<file path="config.mk">
export PLATFORM = sky130hd
export DESIGN_NAME = ctrl_dec_multi
export DESIGN_NICKNAME = d
export VERILOG_FILES = /design/src/rtl/ctrl_dec_multi.sv
export SDC_FILE = /design/constraint.sdc
export NUM_CORES = 1
export LEC_CHECK = 0
export ABC_AREA = 1
export CAP_MARGIN = 20
export CORE_ASPECT_RATIO = 2
export CORE_UTILIZATION = 53
export CTS_CLUSTER_DIAMETER = 150
export DETAILED_ROUTE_END_ITERATION = 16
export PLACE_DENSITY_LB_ADDON = 0.2
export SYNTH_ARGS = -nofsm -noshare
export SYNTH_HDL_FRONTEND = slang
export SYNTH_SLANG_ARGS = --single-unit
</file>
<file path="constraint.sdc">
create_clock -name emu_clk -period 2 [get_ports emu_clk]
set_input_delay 0.4 -clock emu_clk [delete_from_list [all_inputs] [get_ports emu_clk]]
set_output_delay 0.4 -clock emu_clk [all_outputs]
set_load 0.01 [all_outputs]
</file>
<file path="src/rtl/ctrl_dec_multi.sv">
// ctrl_dec_multi: N_CH independent decimation channels on one emulator clock.
// Each channel divides run cycles by (thr_act+1) and emits a one-cycle strobe.
// New thresholds are staged in thr_pend and take effect only at a wrap or on
// a global sync, so a period is never cut short or stretched mid-flight.
// Optional feature macro DEC_TSTAMP_EN: capture emu_time at each channel wrap.
// When the macro is undefined, emu_dec_stamp is constant zero.
module ctrl_dec_multi #(
  parameter int N_CH       = 4,
  parameter int DEC_WIDTH  = 32,
  parameter int TIME_WIDTH = 64
) (
  input  logic                       emu_clk,
  input  logic                       emu_rst_n,
  input  logic [TIME_WIDTH-1:0]      emu_time,
  input  logic [N_CH*DEC_WIDTH-1:0]  emu_dec_thr,
  input  logic [N_CH-1:0]            thr_load,
  input  logic                       run,
  input  logic                       sync,
  output logic [N_CH-1:0]            emu_dec_cmp,
  output logic [N_CH*TIME_WIDTH-1:0] emu_dec_stamp
);

  logic [DEC_WIDTH-1:0] cnt      [N_CH];
  logic [DEC_WIDTH-1:0] thr_act  [N_CH];
  logic [DEC_WIDTH-1:0] thr_pend [N_CH];
  logic [N_CH-1:0]      pend;
  logic [N_CH-1:0]      wrap;

  // Wrap condition per channel; sync overrides any wrap on the same edge.
  always_comb begin
    // NOTE: default assignment first so no path leaves wrap unassigned (no latch).
    wrap = '0;
    for (int i = 0; i < N_CH; i++) begin
      wrap[i] = run && !sync && (cnt[i] == thr_act[i]);
    end
  end

  // Per-channel counter, threshold staging and strobe register.
  always_ff @(posedge emu_clk or negedge emu_rst_n) begin
    if (!emu_rst_n) begin
      // NOTE: these small register arrays are reset element by element; they are
      // control state, not RAM, so an asynchronous clear is required and cheap.
      for (int i = 0; i < N_CH; i++) begin
        cnt[i]      <= '0;
        thr_act[i]  <= '0;
        thr_pend[i] <= '0;
      end
      pend        <= '0;
      emu_dec_cmp <= '0;
    end else begin
      for (int i = 0; i < N_CH; i++) begin
        if (sync) begin
          // Realign phase; any staged or simultaneously loaded value goes live now.
          // NOTE: non-blocking assignments so every channel sees pre-edge state.
          cnt[i]         <= '0;
          emu_dec_cmp[i] <= 1'b0;
          pend[i]        <= 1'b0;
          if (thr_load[i]) begin
            thr_act[i]  <= emu_dec_thr[i*DEC_WIDTH +: DEC_WIDTH];
            thr_pend[i] <= emu_dec_thr[i*DEC_WIDTH +: DEC_WIDTH];
          end else if (pend[i]) begin
            thr_act[i] <= thr_pend[i];
          end
        end else begin
          emu_dec_cmp[i] <= wrap[i];
          if (run) begin
            cnt[i] <= wrap[i] ? '0 : cnt[i] + 1'b1;
          end
          if (wrap[i] && pend[i]) begin
            thr_act[i] <= thr_pend[i];
            pend[i]    <= 1'b0;
          end
          // A load on a wrap edge stays pending for the following wrap.
          if (thr_load[i]) begin
            thr_pend[i] <= emu_dec_thr[i*DEC_WIDTH +: DEC_WIDTH];
            pend[i]     <= 1'b1;
          end
        end
      end
    end
  end

`ifdef DEC_TSTAMP_EN
  logic [TIME_WIDTH-1:0] stamp [N_CH];

  // Capture emu_time on each wrap edge; sync leaves stamps untouched.
  always_ff @(posedge emu_clk or negedge emu_rst_n) begin
    if (!emu_rst_n) begin
      for (int i = 0; i < N_CH; i++) begin
        stamp[i] <= '0;
      end
    end else begin
      for (int i = 0; i < N_CH; i++) begin
        if (wrap[i]) begin
          stamp[i] <= emu_time;
        end
      end
    end
  end

  // Pack the per-channel stamps onto the output bus.
  always_comb begin
    emu_dec_stamp = '0;
    for (int i = 0; i < N_CH; i++) begin
      emu_dec_stamp[i*TIME_WIDTH +: TIME_WIDTH] = stamp[i];
    end
  end
`else
  logic stamp_unused;
  assign stamp_unused  = ^emu_time;
  assign emu_dec_stamp = '0;
`endif

endmodule

</file>
# == Word level (Yosys, flattened, before mapping) ==
# Cells that the tools add are included.
# word_totals
reg_bits,392
input_bits,200
output_inout_bits,260
word_cells,96
# op_classes
n_addsub,4
eq_ne,8
n_mux,44
reduce_logical,23
# op_table
op,n
2-to-1 mux 32 bit,28
adder 32 x 1 -> 32 bit (second input constant),4
== test 32 bit,4
2-to-1 mux 1 bit,16
inequality test 3 x 2 -> 1 bit (second input constant),4
nonzero test 3 bit,4
nonzero test 2 bit,5
logical AND 1 bit,9
AND reduction 2 bit,4
logical NOT 1 bit,1

# == Longest topological paths before layout ==
# depth
word_depth,7
ltp_mapped,14
ltp_nobuf,13

# == Worst setup path after synthesis ==
# No wires, ideal clock.
# synth_path
path_type,register -> register
startpoint,register cnt[64] (netlist name)
endpoint,register cnt[86] (netlist name)
setup_ns,0.131
t_arrival_ns,1.508
required_ns,1.869
setup_slack_ns,0.361
stages_incl_launch_ff,11
n_path_buf,0
period_less_slack_ns,1.639
path_cell_list,dfrtp_1 ha_1 nand2_1 nor2_2 nand3_1 nor2_2 nand2_1 inv_1 nand2_1 nand4_1 o21ai_0
# synth_between
elab_chain_cells,5
elab_cells_between_ends,6
classes_between,add/sub (1); eq/ne (1); mux (3); reduce/logical (1)
# synth_lines
element,line,rtl
"start, declared",23,logic [DEC_WIDTH-1:0] cnt [N_CH];
"start signal, assigned by index",67,cnt[i] <= wrap[i] ? '0 : cnt[i] + 1'b1;
branches (longest 2 deep; another with adder 32 x 1 -> 32 bit),--,
2-to-1 mux 32 bit *,67,
2-to-1 mux 32 bit *,66,if (run) begin
2-to-1 mux 32 bit *,52,if (sync) begin
# Mark *: on every way between the ends. The select of a mux whose other input is x is not followed.
# A chain may end at the register's enable or synchronous reset.

# == Final worst setup path ==
# layout_path
startpoint,register cnt[8] (netlist name)
endpoint,register thr_act[10] (netlist name)
# layout_between
elab_chain_cells,5
# layout_lines
element,line,rtl
== test 32 bit,34,wrap[i] = run && !sync && (cnt[i] == thr_act[i]);
logical AND 1 bit,34,
logical AND 1 bit,69,if (wrap[i] && pend[i]) begin
nonzero test 2 bit (no source line),--,
AND reduction 2 bit (no source line),--,
"end signal, assigned by index",59,thr_act[i] <= emu_dec_thr[i*DEC_WIDTH +: DEC_WIDTH];
"end signal, assigned by index",62,thr_act[i] <= thr_pend[i];
"end signal, assigned by index",70,thr_act[i] <= thr_pend[i];
"end, declared",24,logic [DEC_WIDTH-1:0] thr_act [N_CH];
# Every way passes these cells.

==> metrics.csv <==
metric,value,unit
outcome,completed,
Rows,109,
Leak,0.0134,uW
CTS tree,done,
CP endpoint kind,flop,
Sum Neg Setup Slack,0,ps
CTS buffer count,38,
share of cells above drive strength 1,7.77,%
vias in the first global route,18745,
Tot GR Track Use,24.6,%
Die Wd,151,microns
IO Port Bufs,139,
Yosys Warn Count,0,
largest net degree at the start of global routing,70,
Main synth FF type,dfrtp_1,
max-cap viol count,0,
post-synth top area share,41.6,%
CP required,2420,ps
synth top area cells,"dfrtp_1 (42%), nand2_1 (16%), buf_4 (8.7%)",
Pwr Total,20200,uW
fillers,3996,
Synth top cells by count,"nand2_1 (981), inv_1 (440), dfrtp_1 (392)",
multi-input gate area in the final layout,0.0106,sq mm
first-pass GRT wire length,89800,microns
Residual DRC,0,
Fin Clk Skew,8.64,ps
minimum clock period after layout,1900,ps
DR vias/cell,4.96,
sequential fraction of the synthesis area,41.6,%
max_slew headroom,63.4,%
"count leader, synth",nand2_1,
VDD IR max,0.767,mV
Setup Viol. Count Final,0,
IO Pins,460,
Die H,300,microns
Syn Inst Count,3226,
deepest clock path buffer count,3,
number of distinct library cells after synthesis,37,
Inserted Diodes,0,
NumNets Final,3585,
DP Wirelength,40800,microns
"Async S/R FF share, synth",100,%
WL/cell,13.9,microns
H-tree levels,2,
syn avg cell area,7.31,sq um
FF-to-FF setup slack,100,ps
GP Congestion,0.925,
Area growth syn-to-layout,13.5,%
"Slew Viols, Final",0,
core area,0.0441,sq mm
die area,0.0454,sq mm
grt ovf,0,
critical path class,flop to flop,
"CTS clk-pin slew, worst paths",60,ps
Clock Latency Late Sink,540,ps
Via Count,19675,
fin crit share,95.2,%
post-synthesis register bit count,392,
Worst Tran Pin Value,549,ps
Hold WC Path Type,input pin to async pin,
"Hold Violations, Final",0,
Detail Route Antenna Nets,0,
power per standard cell area,755,mW/mm^2
final wirelength,55300,microns
number of flops mapped to enable cells by yosys,0,
First-pass DRT Iterations,5,
Starting DRT DRC Count,774,
register area,0.00982,sq mm
CTS sink cnt,392,
worst-path maximum fanout,16,
biggest area consumer among synthesized cells,dfrtp_1,
Initial Utilization,53.6,%
Setup crit start kind,flop,
"Arr. time, crit path",2330,ps
post-synthesis cell area,0.0236,sq mm
Fmax,0.525,GHz
CTS root buf,clkbuf_16,
initial antenna violation count,0,
## path summary, 6_finish.rpt
kind | to | start | cells past startpoint
worst max register to register | thr_act[10] | cnt[8] | 10
worst min-delay path | thr_pend[74] | emu_rst_n | 2
worst max-delay path | thr_act[10] | cnt[8] | 10
worst min register to register | thr_act[2] | thr_act[2] | 2
min in group emu_clk | thr_pend[47] | emu_dec_thr[79] | 3
max in group asynchronous | cnt[59] | emu_rst_n | 3
## stage by stage
| stage | area [sq um] | hold WS (ps) | cells | utilization [%] | setup slack [ps] |
|---|---|---|---|---|---|
| final | 26800 | 359 | 3965 | 60.8 | 95.8 |
| after global routing | 26800 | 391 | 3965 | 60.8 | -4.78 |
| after CTS | 26600 | 369 | 3962 | 60.4 | 5.51 |
| after detailed placement | 25300 | 347 | 3892 | 57.4 | -177 |
| after global placement | 25300 | 344 | 3892 | 57.4 | -118 |
| after floorplan | 24500 | 104 | 3481 | - | 361 |
## flip-flops by register name (all words and copies together) (netlist names)
signal and count:
thr_pend 128, pend 4, cnt 128, thr_act 128, emu_dec_cmp 4
## report_power, final
| group | internal [uW] | switching, uW |
|---|---|---|
| Clock | 4490 | 3180 |
| Combinational | 1350 | 2040 |
| Sequential | 8680 | 488 |
## what timing repair did
item	CTS	global route
hold buffers	1	0
resized for setup	1	39
cloned	0	2
buffers inserted	0	1
endpoints found under the setup margin	1	145
pin swaps	0	3
hold endpoints to repair	37	0
## cells in the final DEF, fill, tap and decap left out, drive strengths merged, types with 66 or more instances in the layout
| cell type | netlist | layout |
|---|---|---|
| nand2 | 996 | 998 |
| inv | 448 | 450 |
| dfrtp | 392 | 392 |
| o21ai | 323 | 323 |
| conb | 1 | 256 |
| nand3 | 205 | 205 |
| nor2 | 150 | 150 |
| clkdlybuf4s50 | 0 | 134 |
| buf | 305 | 110 |
| xnor2 | 89 | 89 |
| o22ai | 66 | 66 |
## worst max-delay path, cell delays in order, from the launching register on
cell	delay [ps]
dfrtp_1	460
xnor2_1	210
nand2_1	70
nor2_1	210
nand2_1	100
nor2_2	150
nand3_2	130
nand2_4	160
nand2_4	150
nand2_1	100
nand2_1	50
## cell type report
type | instances | share of cell area [%]
multi-input combinational | 2255 | 39.7
sequential | 392 | 36.7
timing repair buffer | 245 | 9.76
clock inverter | 15 | 0.696
inverter | 449 | 6.30
clock buffer | 54 | 4.24
tap | 555 | 2.59
## layer usage
metal,share of wire (%),vias up,routed length (microns),track usage (%)
met5,0,-,0,0
met4,5.3,0,2920,12.8
met3,3.7,169,2050,2.17
met2,53,604,29100,45.2
met1,38,9078,21200,27.5
li1,-,9824,-,-
## kinds of logic after synthesis
| kind of cell | Yosys count | share of synthesized area [%] |
|---|---|---|
| buffers and inverters | 836 | 18.0 |
| xor gates and xnor gates | 153 | 5.68 |
| other | 1 | 0.0159 |
| DFF | 392 | 41.6 |
| adders and majority gates | 4 | 0.212 |
| AOI/OAI and AO/OA | 403 | 8.98 |
| and+or+nand+nor | 1437 | 25.5 |
Note: power is estimated with default switching activity, not from simulation.
